$ cat src/rtl/bar_handshake_pkg.sv
// rtl/bar_handshake_pkg.sv - shared types and lane constants for the handshake transmitter
package bar_handshake_pkg;

  localparam int LANES     = 4;
  localparam int LANE_PRI  = 0;
  localparam int LANE_ARR0 = 1;
  localparam int LANE_ARR1 = 2;
  localparam int LANE_ARR2 = 3;

  typedef struct packed {
    logic [4:0] in2;
    logic [4:0] in1;
    logic       flag;
  } payload_t;

  // Build a stored entry; the flag is captured at push so the head never recomputes it.
  function automatic payload_t make_payload(input logic [4:0] a, input logic [4:0] b);
    payload_t p;
    p.in2  = b;
    p.in1  = a;
    p.flag = |a;
    return p;
  endfunction

endpackage

$ cat src/rtl/bar_handshake_tx_if.sv
// rtl/bar_handshake_tx_if.sv - upstream port plus four consumer lanes of the transmitter
interface bar_handshake_tx_if;

  logic       in_valid;
  logic       in_ready;
  logic [4:0] in1;
  logic [4:0] in2;

  logic [9:0] out_data;
  logic       out;

  logic       handshake_valid;
  logic       handshake_ready;
  logic       handshake_arr_0_valid;
  logic       handshake_arr_0_ready;
  logic       handshake_arr_1_valid;
  logic       handshake_arr_1_ready;
  logic       handshake_arr_2_valid;
  logic       handshake_arr_2_ready;

  modport master (
    input  in_valid, in1, in2,
    output in_ready,
    output out_data, out,
    output handshake_valid, handshake_arr_0_valid, handshake_arr_1_valid, handshake_arr_2_valid,
    input  handshake_ready, handshake_arr_0_ready, handshake_arr_1_ready, handshake_arr_2_ready
  );

  modport slave (
    output in_valid, in1, in2,
    input  in_ready,
    input  out_data, out,
    input  handshake_valid, handshake_arr_0_valid, handshake_arr_1_valid, handshake_arr_2_valid,
    output handshake_ready, handshake_arr_0_ready, handshake_arr_1_ready, handshake_arr_2_ready
  );

endinterface

$ cat src/rtl/bar_handshake_fifo.sv
// rtl/bar_handshake_fifo.sv - payload FIFO with flush; count register separates full from empty
module bar_handshake_fifo
  import bar_handshake_pkg::*;
#(
  parameter int DEPTH = 4
) (
  input  logic     CLK,
  input  logic     ASYNCRESETN,
  input  logic     flush,
  input  logic     push,
  input  payload_t wdata,
  input  logic     pop,
  output logic     full,
  output logic     empty,
  output payload_t head
);

  localparam int AW = $clog2(DEPTH);

  logic [AW-1:0] wr_ptr;
  logic [AW-1:0] rd_ptr;
  logic [AW:0]   count;
  payload_t      mem [DEPTH];

  logic push_en;
  logic pop_en;

  // Flush overrides both sides; a full FIFO refuses push even if it pops this cycle.
  always_comb begin
    push_en = push & ~full & ~flush;
    pop_en  = pop & ~empty & ~flush;
  end

  // Pointer and occupancy state; pointers wrap naturally at DEPTH.
  always_ff @(posedge CLK or negedge ASYNCRESETN) begin
    if (!ASYNCRESETN) begin
      wr_ptr <= '0;
      rd_ptr <= '0;
      count  <= '0;
    end else if (flush) begin
      wr_ptr <= '0;
      rd_ptr <= '0;
      count  <= '0;
    end else begin
      if (push_en) wr_ptr <= wr_ptr + AW'(1);
      if (pop_en)  rd_ptr <= rd_ptr + AW'(1);
      case ({push_en, pop_en})
        2'b10:   count <= count + (AW+1)'(1);
        2'b01:   count <= count - (AW+1)'(1);
        default: count <= count;
      endcase
    end
  end

  // Storage needs no reset: the head is masked to zero whenever the FIFO is empty.
  always_ff @(posedge CLK) begin
    if (push_en) mem[wr_ptr] <= wdata;
  end

  // Status flags and zero-masked head entry.
  always_comb begin
    full  = (count == (AW+1)'(DEPTH));
    empty = (count == '0);
    head  = empty ? '0 : mem[rd_ptr];
  end

endmodule

$ cat src/rtl/bar_handshake_tx.sv
// rtl/bar_handshake_tx.sv - buffers operand pairs and forks each entry to four ready/valid lanes
module bar_handshake_tx
  import bar_handshake_pkg::*;
#(
  parameter int DEPTH = 4,
  parameter int CNT_W = 8
) (
  input  logic               CLK,
  input  logic               ASYNCRESETN,
  input  logic               flush,
  bar_handshake_tx_if.master hs,
  output logic [CNT_W-1:0]   retired_count,
  output logic               empty
);

  logic             full;
  logic             retire;
  payload_t         head;
  logic [LANES-1:0] sent;
  logic [LANES-1:0] ready_vec;
  logic [LANES-1:0] valid_vec;
  logic [LANES-1:0] fire;

  bar_handshake_fifo #(.DEPTH(DEPTH)) u_fifo (
    .CLK         (CLK),
    .ASYNCRESETN (ASYNCRESETN),
    .flush       (flush),
    .push        (hs.in_valid & hs.in_ready),
    .wdata       (make_payload(hs.in1, hs.in2)),
    .pop         (retire),
    .full        (full),
    .empty       (empty),
    .head        (head)
  );

  // Upstream ready is gated by reset so nothing is offered while the block is held in reset.
  assign hs.in_ready = ASYNCRESETN & ~full;

  // Head payload is shared by every lane.
  assign hs.out_data = {head.in2, head.in1};
  assign hs.out      = head.flag;

  // Gather lane readies into a vector indexed by lane number.
  always_comb begin
    ready_vec            = '0;
    ready_vec[LANE_PRI]  = hs.handshake_ready;
    ready_vec[LANE_ARR0] = hs.handshake_arr_0_ready;
    ready_vec[LANE_ARR1] = hs.handshake_arr_1_ready;
    ready_vec[LANE_ARR2] = hs.handshake_arr_2_ready;
  end

  // A lane offers the head until it has taken it; the entry retires once all lanes have it.
  always_comb begin
    valid_vec = {LANES{~empty}} & ~sent;
    fire      = valid_vec & ready_vec;
    retire    = ~empty & ~flush & ((sent | fire) == {LANES{1'b1}});
  end

  // Drive lane valids out through the interface.
  always_comb begin
    hs.handshake_valid       = valid_vec[LANE_PRI];
    hs.handshake_arr_0_valid = valid_vec[LANE_ARR0];
    hs.handshake_arr_1_valid = valid_vec[LANE_ARR1];
    hs.handshake_arr_2_valid = valid_vec[LANE_ARR2];
  end

  // Record which lanes already took the head; cleared on retire, flush or reset.
  always_ff @(posedge CLK or negedge ASYNCRESETN) begin
    if (!ASYNCRESETN) begin
      sent <= '0;
    end else if (flush || retire) begin
      sent <= '0;
    end else begin
      sent <= sent | fire;
    end
  end

  // Count retired entries; flush does not touch this counter.
  always_ff @(posedge CLK or negedge ASYNCRESETN) begin
    if (!ASYNCRESETN) begin
      retired_count <= '0;
    end else if (retire) begin
      retired_count <= retired_count + CNT_W'(1);
    end
  end

endmodule

$ cat src/flat_wrapper.sv
// flat-port wrapper written by rule: the top's interface ports become plain ports
module bar_handshake_tx_flat import bar_handshake_pkg::*;
#(
  parameter int DEPTH = 4,
  parameter int CNT_W = 8
)
  (CLK, ASYNCRESETN, flush, retired_count, empty, hs_in_valid, hs_in1, hs_in2, hs_in_ready, hs_out_data, hs_out, hs_handshake_valid, hs_handshake_arr_0_valid, hs_handshake_arr_1_valid, hs_handshake_arr_2_valid, hs_handshake_ready, hs_handshake_arr_0_ready, hs_handshake_arr_1_ready, hs_handshake_arr_2_ready);
  bar_handshake_tx_if hs_i ();
  input  logic CLK;
  input  logic ASYNCRESETN;
  input  logic flush;
  output logic [CNT_W-1:0] retired_count;
  output logic empty;
  input wire logic [$bits(hs_i.in_valid)-1:0] hs_in_valid;
  input wire logic [$bits(hs_i.in1)-1:0] hs_in1;
  input wire logic [$bits(hs_i.in2)-1:0] hs_in2;
  output wire logic [$bits(hs_i.in_ready)-1:0] hs_in_ready;
  output wire logic [$bits(hs_i.out_data)-1:0] hs_out_data;
  output wire logic [$bits(hs_i.out)-1:0] hs_out;
  output wire logic [$bits(hs_i.handshake_valid)-1:0] hs_handshake_valid;
  output wire logic [$bits(hs_i.handshake_arr_0_valid)-1:0] hs_handshake_arr_0_valid;
  output wire logic [$bits(hs_i.handshake_arr_1_valid)-1:0] hs_handshake_arr_1_valid;
  output wire logic [$bits(hs_i.handshake_arr_2_valid)-1:0] hs_handshake_arr_2_valid;
  input wire logic [$bits(hs_i.handshake_ready)-1:0] hs_handshake_ready;
  input wire logic [$bits(hs_i.handshake_arr_0_ready)-1:0] hs_handshake_arr_0_ready;
  input wire logic [$bits(hs_i.handshake_arr_1_ready)-1:0] hs_handshake_arr_1_ready;
  input wire logic [$bits(hs_i.handshake_arr_2_ready)-1:0] hs_handshake_arr_2_ready;
  assign hs_i.in_valid = hs_in_valid;
  assign hs_i.in1 = hs_in1;
  assign hs_i.in2 = hs_in2;
  assign hs_in_ready = hs_i.in_ready;
  assign hs_out_data = hs_i.out_data;
  assign hs_out = hs_i.out;
  assign hs_handshake_valid = hs_i.handshake_valid;
  assign hs_handshake_arr_0_valid = hs_i.handshake_arr_0_valid;
  assign hs_handshake_arr_1_valid = hs_i.handshake_arr_1_valid;
  assign hs_handshake_arr_2_valid = hs_i.handshake_arr_2_valid;
  assign hs_i.handshake_ready = hs_handshake_ready;
  assign hs_i.handshake_arr_0_ready = hs_handshake_arr_0_ready;
  assign hs_i.handshake_arr_1_ready = hs_handshake_arr_1_ready;
  assign hs_i.handshake_arr_2_ready = hs_handshake_arr_2_ready;
  bar_handshake_tx #(.DEPTH(DEPTH), .CNT_W(CNT_W)) u_core (.CLK(CLK), .ASYNCRESETN(ASYNCRESETN), .flush(flush), .hs(hs_i), .retired_count(retired_count), .empty(empty));
endmodule
$ cat config.mk
export PLATFORM = sky130hd
export DESIGN_NAME = bar_handshake_tx_flat
export DESIGN_NICKNAME = d
export VERILOG_FILES = /design/src/rtl/bar_handshake_pkg.sv /design/src/rtl/bar_handshake_tx_if.sv /design/src/rtl/bar_handshake_fifo.sv /design/src/rtl/bar_handshake_tx.sv /design/src/flat_wrapper.sv
export SDC_FILE = /design/constraint.sdc
export NUM_CORES = 1
export LEC_CHECK = 0
export ABC_AREA = 1
export BUFFER_PORTS_ARGS = -buffer_cell sky130_fd_sc_hd__buf_4
export CAP_MARGIN = 30
export CELL_PAD_IN_SITES_DETAIL_PLACEMENT = 2
export CELL_PAD_IN_SITES_GLOBAL_PLACEMENT = 2
export CORE_MARGIN = 2
export CORE_UTILIZATION = 33
export DETAILED_ROUTE_END_ITERATION = 10
export PLACE_DENSITY = 0.77
export SETUP_SLACK_MARGIN = 0.15
export SYNTH_ARGS = -nofsm -noshare
export SYNTH_HDL_FRONTEND = slang
export SYNTH_SLANG_ARGS = --single-unit
$ cat constraint.sdc
create_clock -name CLK -period 1.9 [get_ports CLK]
set_input_delay 0.095 -clock CLK [delete_from_list [all_inputs] [get_ports CLK]]
set_output_delay 0.095 -clock CLK [all_outputs]
set_load 0.005 [all_outputs]
* Yosys cells after proc, flatten, opt, wreduce, memory -nomap -nowiden *
Memories as Yosys holds them, arrays and structs flattened.
Index checks and enable logic that the tools add are counted.

word-level totals
  word-level logic and storage cells = 46
  memories = 1
  memory bits (writable) = 44
  flip-flop bits (word level) = 19
  output and inout bits = 25
  latch bits = 0
  bits in read-only memories = 0
  input bits = 18

memory list
  name               words  bits a word  rd ports  clocked after Yosys merged registers in  wr ports  line                      RTL
  u_core.u_fifo.mem  4      11           1         0                                        1         bar_handshake_fifo.sv:23  payload_t mem [DEPTH];

cells by class
  div/mod/pow operators = 0
  bitwise logic cells = 15
  reductions and logical operators = 6
  shift-type cells = 0
  eq/ne operators = 4
  magnitude comparators = 0
  multiply operators = 0
  add/sub/neg operators = 5
  multiplexer cells = 10

operators by type and width
  operator                                           number
  2-to-1 mux 11 bit                                  1
  adder 8 x 1 -> 8 bit (second input constant)       1
  AND 1 bit                                          8
  AND 4 bit                                          2
  2-to-1 mux 2 bit                                   4
  case mux 3 bit (2 select lines)                    1
  OR reduction 5 bit                                 1
  adder 2 x 1 -> 2 bit (second input constant)       2
  == test 4 bit (second input constant)              1
  2-to-1 mux 4 bit                                   1
  inverter 4 bit                                     1
  bitwise OR 4 bit                                   1
  nonzero test 2 bit                                 2
  adder 3 x 1 -> 3 bit (second input constant)       1
  == test 3 bit (second input constant)              1
  zero test 3 bit                                    1
  2-to-1 mux 3 bit                                   1
  inverter 1 bit                                     3
  nonzero test 3 bit                                 1
  subtractor 3 x 1 -> 3 bit (second input constant)  1
  == test 2 x 1 -> 1 bit (second input constant)     1
  == test 2 bit (second input constant)              1
  2-to-1 mux 1 bit                                   2
  logical OR 1 bit                                   1

* Depth between registers and ports, before layout *
  word-level depth = 12
  mapped depth = 15
  mapped depth without buffers = 15

* By module *
From an unflattened synthesis, not the netlist that was laid out.

second synthesis, totals
  cells, all modules = 298
  area, all modules = 2962.8 µm²

by module, submodules not included
  module              times used  seq. area each (µm²)  area each (µm²)  cells an instance
  bar_handshake_fifo  1           1496.4                2215.9           195
  bar_handshake_tx    1           300.3                 747.0            103

* Least setup slack after synthesis *
OpenSTA, ideal clock, no wires.

  path kind = reg-to-reg
  start = reg u_core.u_fifo.count[0]
  end = reg u_core.u_fifo.count[2]
  data required time = 1.783 ns
  arrival = 1.882 ns
  cell stages (with the launch flop) = 13
  path buffers = 0
  path slack = -0.099 ns
  library setup time = 0.117 ns
  period minus slack after synthesis = 1.999 ns
  path through = dfrtp_1 > nor2_4 > a21boi_2 > nand3_1 > nand3_4 > inv_1 > fa_1 > xnor2_1 > inv_1 > nand2_1 > nand2_1 > nand3_1 > nand2_1

between the ends
  elaborated cells on any way between the ends = 23
  classes of those cells = 2 x add/sub; 4 x eq/ne; 2 x mux; 13 x bitwise; 2 x reduce/logical

RTL lines
  element                                                         line                      RTL
  start, declared                                                 bar_handshake_fifo.sv:22  logic [AW:0] count;
  start signal, assigned                                          bar_handshake_fifo.sv:48  2'b10: count <= count + (AW+1)'(1);
  start signal, assigned                                          bar_handshake_fifo.sv:49  2'b01: count <= count - (AW+1)'(1);
  start signal, assigned                                          bar_handshake_fifo.sv:50  default: count <= count;
  == test 3 bit *                                                 bar_handshake_fifo.sv:62  full = (count == (AW+1)'(DEPTH));
  inverter 1 bit *                                                bar_handshake_tx.sv:37    assign hs.in_ready = ASYNCRESETN & ~full;
  AND 1 bit *                                                     bar_handshake_tx.sv:37
  net hs_in_ready                                                 flat_wrapper.sv:17        output wire logic [$bits(hs_i.in_ready)-1:0] hs_in_ready;
  AND 1 bit *                                                     bar_handshake_tx.sv:28    .push (hs.in_valid & hs.in_ready),
  AND 1 bit * (2 in series)                                       bar_handshake_fifo.sv:30  push_en = push & ~full & ~flush;
  == test 2 x 1 -> 1 bit / == test 2 bit (equally long branches)  bar_handshake_fifo.sv:47  case ({push_en, pop_en})
  case mux 3 bit (2 select lines)                                 bar_handshake_fifo.sv:47
  2-to-1 mux 3 bit                                                bar_handshake_fifo.sv:40  end else if (flush) begin

Mark *: on every way through the listed nets, which the timed path passes. The rest lies on a longest branch.
A chain may end at the register's enable or synchronous reset.

* Worst setup path after layout *
  start = reg u_core.u_fifo.count[1]
  end = reg u_core.u_fifo.count[2]

between the ends
  word-level cells in the longest chain between the ends = 12
  elaborated cells on any way between the ends = 23
  classes of those cells = 2 x add/sub; 4 x eq/ne; 2 x mux; 13 x bitwise; 2 x reduce/logical

RTL lines
  element                                                         line                                                                      RTL
  zero test 3 bit                                                 bar_handshake_fifo.sv:63                                                  empty = (count == '0);
  inverter 1 bit                                                  bar_handshake_fifo.sv:31, bar_handshake_tx.sv:54, bar_handshake_tx.sv:56
  AND 4 bit                                                       bar_handshake_tx.sv:54                                                    valid_vec = {LANES{~empty}} & ~sent;
  AND 4 bit                                                       bar_handshake_tx.sv:55                                                    fire = valid_vec & ready_vec;
  bitwise OR 4 bit                                                bar_handshake_tx.sv:56                                                    retire = ~empty & ~flush & ((sent | fire) == {LANES{1'b1}});
  == test 4 bit                                                   bar_handshake_tx.sv:56
  AND 1 bit                                                       bar_handshake_tx.sv:56
  AND 1 bit (2 in series)                                         bar_handshake_fifo.sv:31                                                  pop_en = pop & ~empty & ~flush;
  == test 2 x 1 -> 1 bit / == test 2 bit (equally long branches)  bar_handshake_fifo.sv:47
  case mux 3 bit (2 select lines)                                 bar_handshake_fifo.sv:47
  2-to-1 mux 3 bit                                                bar_handshake_fifo.sv:40

Parallel ways exist; a longest one is shown, timed or not.

==> PnR_summary.wiki <==
{| class="wikitable"
! Metric !! Value
|-
| Final critical-path required period || 2030 ps
|-
| Die extent in x || 97.2 µm
|-
| Sequential fraction of design power || 0.418
|-
| Synthesized instance count || ~260
|-
| CP Data Required Time || between 2000 and 2500 ps
|-
| Overall routing resource usage || 0.201
|-
| Total DRC errors in the routed layout || 0
|-
| Total number of vias || roughly 2400
|-
| Total global routing overflow || 0
|-
| Boundary pin count || 43
|-
| Combinational group share of total power || 0.287
|-
| Vias in the first global route || roughly 2600
|-
| Slew at the pin closest to its max-slew limit || between 500 and 600 ps
|-
| Critical path endpoint category || register
|-
| Hold violation count in the final report || 0
|-
| Final setup violating endpoints || 1
|-
| Type of the worst min-delay path || input port to register
|-
| Number of buffers inserted during clock tree synthesis || 9
|-
| Per-cell routed wire length || 22.4 µm
|-
| Peak Freq || about 0.49 GHz
|-
| Headroom to the max-slew limit || 0.660
|-
| Number of H-tree levels || 3
|-
| Avg Vias per Cell || ~5.1
|-
| Die area || around 9400 µm²
|-
| Maximum buffer depth of the clock tree || 2
|-
| VDD IR max || just over 0.4 mV
|-
| Critical path start-end classification || register to register
|-
| Dpl hpwl || approximately 5.9 mm
|-
| Post-layout utilization of the core || 0.500
|-
| Synthesized area || between 2000 and 3000 µm²
|-
| Iteration-0 DRC Markers || 81
|-
| Share of final-layout standard cells stronger than drive strength 1 || 0.412
|-
| Count of flip-flops with a built-in enable after synthesis || 44
|-
| Synth area leaders || sky130_fd_sc_hd__edfxtp_1, sky130_fd_sc_hd__dfrtp_1, sky130_fd_sc_hd__nor2_1, sky130_fd_sc_hd__o21ai_0, sky130_fd_sc_hd__nand2_1
|-
| Yosys top cell area share || 0.461
|-
| Setup skew after layout || 15.2 ps
|-
| Pin count of the biggest net entering global routing || 20
|-
| Outcome || finished with violations
|-
| # rows || 33
|-
| Routed wire length || around 11 mm
|-
| Floorplan Core Area || 8300 µm²
|-
| Count of nets after finishing || around 380
|-
| Die H || 97.2 µm
|-
| Dominant register cell in the synthesized netlist || sky130_fd_sc_hd__edfxtp_1
|-
| Number of nets in the synthesized netlist || 283
|-
| Global-route wire length before repair || approximately 14 mm
|-
| Design Power || 3.82 mW
|-
| Leading area contributor after synthesis || sky130_fd_sc_hd__edfxtp_1
|-
| Fraction of power consumed by the clock network || 0.294
|-
| Syn. warnings || 0
|-
| RSZ-0062 raised after global routing || yes
|-
| Sink count of the clock tree || 63
|-
| Clock root buffer master || sky130_fd_sc_hd__clkbuf_8
|-
| CTS tree || built
|-
| Initial antenna violation count || 0
|-
| Layout overhead on the synthesized area || 45.0%
|-
| Syn avg cell area || between 10 and 15 µm²
|-
| Asr flop ratio synth || 0.302
|-
| Clock transition at the registers of the reported paths || around 80 ps
|-
| Switching Fraction || 0.298
|-
| Worst-case setup margin in the final layout || -130 ps
|-
| Sequential cell area fraction in the yosys report || 0.627
|-
| Max-capacitance violation count || 0
|-
| Most common cell in the netlist || sky130_fd_sc_hd__nor2_1
|-
| Skew-Pair Late Insertion Delay || approximately 350 ps
|-
| Failing checks || setup timing
|-
| Number of fillers in the final layout || a little over 800
|-
| Count of state elements after synthesis || 63
|-
| Leading cell types by count after synthesis || sky130_fd_sc_hd__nor2_1, sky130_fd_sc_hd__edfxtp_1, sky130_fd_sc_hd__o21ai_0
|-
| Sw power || between 1 and 1.5 mW
|-
| Power density cells || slightly above 900 nW/µm²
|-
| Pint || about 2.7 mW
|-
| Post-detailed-route count of antenna-violating nets || 0
|-
| Leakage dissipation || approximately 1.8 nW
|-
| Worst endpoint data arrival time || roughly 2300 ps
|-
| Max Fanout on Critical Path || 6
|-
| Final Max Tran Viols || 0
|-
| Final GP Congestion || between 0.7 and 0.8
|-
| Initial core utilization || 0.345
|-
| Post-synth cell types || 30
|-
| DRT Pass-1 Iters || 4
|-
| Critical path startpoint category || register
|-
| Count of input and output buffers || 42
|-
| Antenna Cells || 0
|-
| Crit share post-route || 1.07
|}
## kinds of logic (layout without fill, tap and decap cells)
family                     count (synthesis)  in the layout  synth area share
adders and majority gates                  6              6            0.0288
AOI/OAI and AO/OA                         44             44            0.0839
buffers and inverters                     29            134            0.0428
DFF                                       63             63             0.627
and+or+nand+nor                          109            109             0.193
xor gates and xnor gates                   8              8            0.0245
## critical path: stages (launching register included)
cell and delay (ps):
sky130_fd_sc_hd__dfrtp_1 400, sky130_fd_sc_hd__nor2_4 150, sky130_fd_sc_hd__nand2_4 120, sky130_fd_sc_hd__o211ai_4 150
sky130_fd_sc_hd__inv_2 110, sky130_fd_sc_hd__nand3_4 100, sky130_fd_sc_hd__inv_2 40, sky130_fd_sc_hd__fa_2 350
sky130_fd_sc_hd__xnor2_2 170, sky130_fd_sc_hd__inv_1 70, sky130_fd_sc_hd__nand2_1 90, sky130_fd_sc_hd__nand2_1 60
sky130_fd_sc_hd__nand3_1 60, sky130_fd_sc_hd__nand2_1 50
## final cells by class
type,count,area (µm²),share of cell area
clock buffers,11,131,0.0316
clock inverters,4,47.5,0.0115
inverters,22,100,0.0241
multi-input cells,167,1110,0.268
flip-flops and latches,63,1800,0.433
well taps,105,131,0.0316
repair buffers,97,828,0.200
## layer usage
layer	vias up	global-route usage	routed length, µm
met5	-	0	0
met3	32	0.0381	515
met4	0	0.0953	389
li1	1073	-	-
met2	64	0.357	5460
met1	1218	0.233	4150
## worst paths after layout
check,from,end,slack (ps),cells past startpoint
min in group asynchronous,ASYNCRESETN,u_core.sent[1],270,3
worst min register to register,u_core.retired_count[0],u_core.retired_count[0],530,1
worst max register to register,u_core.u_fifo.count[1],u_core.u_fifo.count[2],-130,13
worst min-delay path,hs_handshake_ready,u_core.sent[0],30,3
max in group asynchronous,ASYNCRESETN,u_core.u_fifo.rd_ptr[0],1360,3
worst max-delay path,u_core.u_fifo.count[1],u_core.u_fifo.count[2],-130,13
## state kept, by name, indices dropped and copies added, names as in the netlist
register	flops
u_core.u_fifo.count	3
u_core.sent	4
u_core.u_fifo.wr_ptr	2
u_core.u_fifo.rd_ptr	2
u_core.u_fifo.mem	44
u_core.retired_count	8
## power groups by stage
stage | combinational [mW] | sequential (mW) | clock [mW]
finish | 1.10 | 1.60 | 1.12
global route | 1.18 | 1.60 | 1.21
CTS | 0.966 | 1.59 | 1.12
detailed placement | 0.817 | 1.62 | 0
global placement | 0.783 | 1.61 | 0
floorplan | 0.367 | 1.62 | 0
## layout by cell type, fill, tap and decap left out, types with 3 or more instances in the layout
cell type                       netlist  layout
sky130_fd_sc_hd__a21oi_4              0       3
sky130_fd_sc_hd__nor2_1              55      51
sky130_fd_sc_hd__nand2_2              5       3
sky130_fd_sc_hd__dfrtp_1             19      17
sky130_fd_sc_hd__xor2_1               3       3
sky130_fd_sc_hd__nor2_4               2       5
sky130_fd_sc_hd__inv_2                2       4
sky130_fd_sc_hd__nand2_1             22      19
sky130_fd_sc_hd__nand4_1              3       3
sky130_fd_sc_hd__nand2_4              6      11
sky130_fd_sc_hd__buf_4                0      75
sky130_fd_sc_hd__nand3_1             10       8
sky130_fd_sc_hd__dlygate4sd3_1        0      11
sky130_fd_sc_hd__buf_6                0       8
sky130_fd_sc_hd__ha_1                 5       5
sky130_fd_sc_hd__edfxtp_1            44      44
sky130_fd_sc_hd__o21ai_0             24      24
sky130_fd_sc_hd__a21oi_2              0       9
sky130_fd_sc_hd__xnor2_1              5       4
sky130_fd_sc_hd__nand3_4              2       3
sky130_fd_sc_hd__a21oi_1             15       3
sky130_fd_sc_hd__inv_1               19      16
sky130_fd_sc_hd__clkbuf_8             0       9
## metrics by stage
| step | hold slack, ps | instances | TNS, ps | instance area (µm²) | setup WS (ps) |
|---|---|---|---|---|---|
| after floorplan | -201 | 259 | -7.15 | 2900 | -7.15 |
| after global placement | 106 | 424 | 0 | 3530 | 37.5 |
| after detailed placement | 96.5 | 424 | -102 | 3530 | -102 |
| after CTS | 21.6 | 458 | -60.0 | 3960 | -60.0 |
| after global routing | 27.0 | 469 | -757 | 4150 | -261 |
| final | 32.6 | 469 | -130 | 4150 | -130 |
## timing repair
action / in CTS / in global routing
resized for setup: 18 / 29
pin swaps: 2 / 3
hold buffers: 11 / 0
setup endpoints to repair: 22 / 71
gates cloned: 0 / 4
endpoints found under the hold margin: 59 / 0
buffers inserted: 8 / 7
Note: power is estimated with default switching activity, not from simulation.
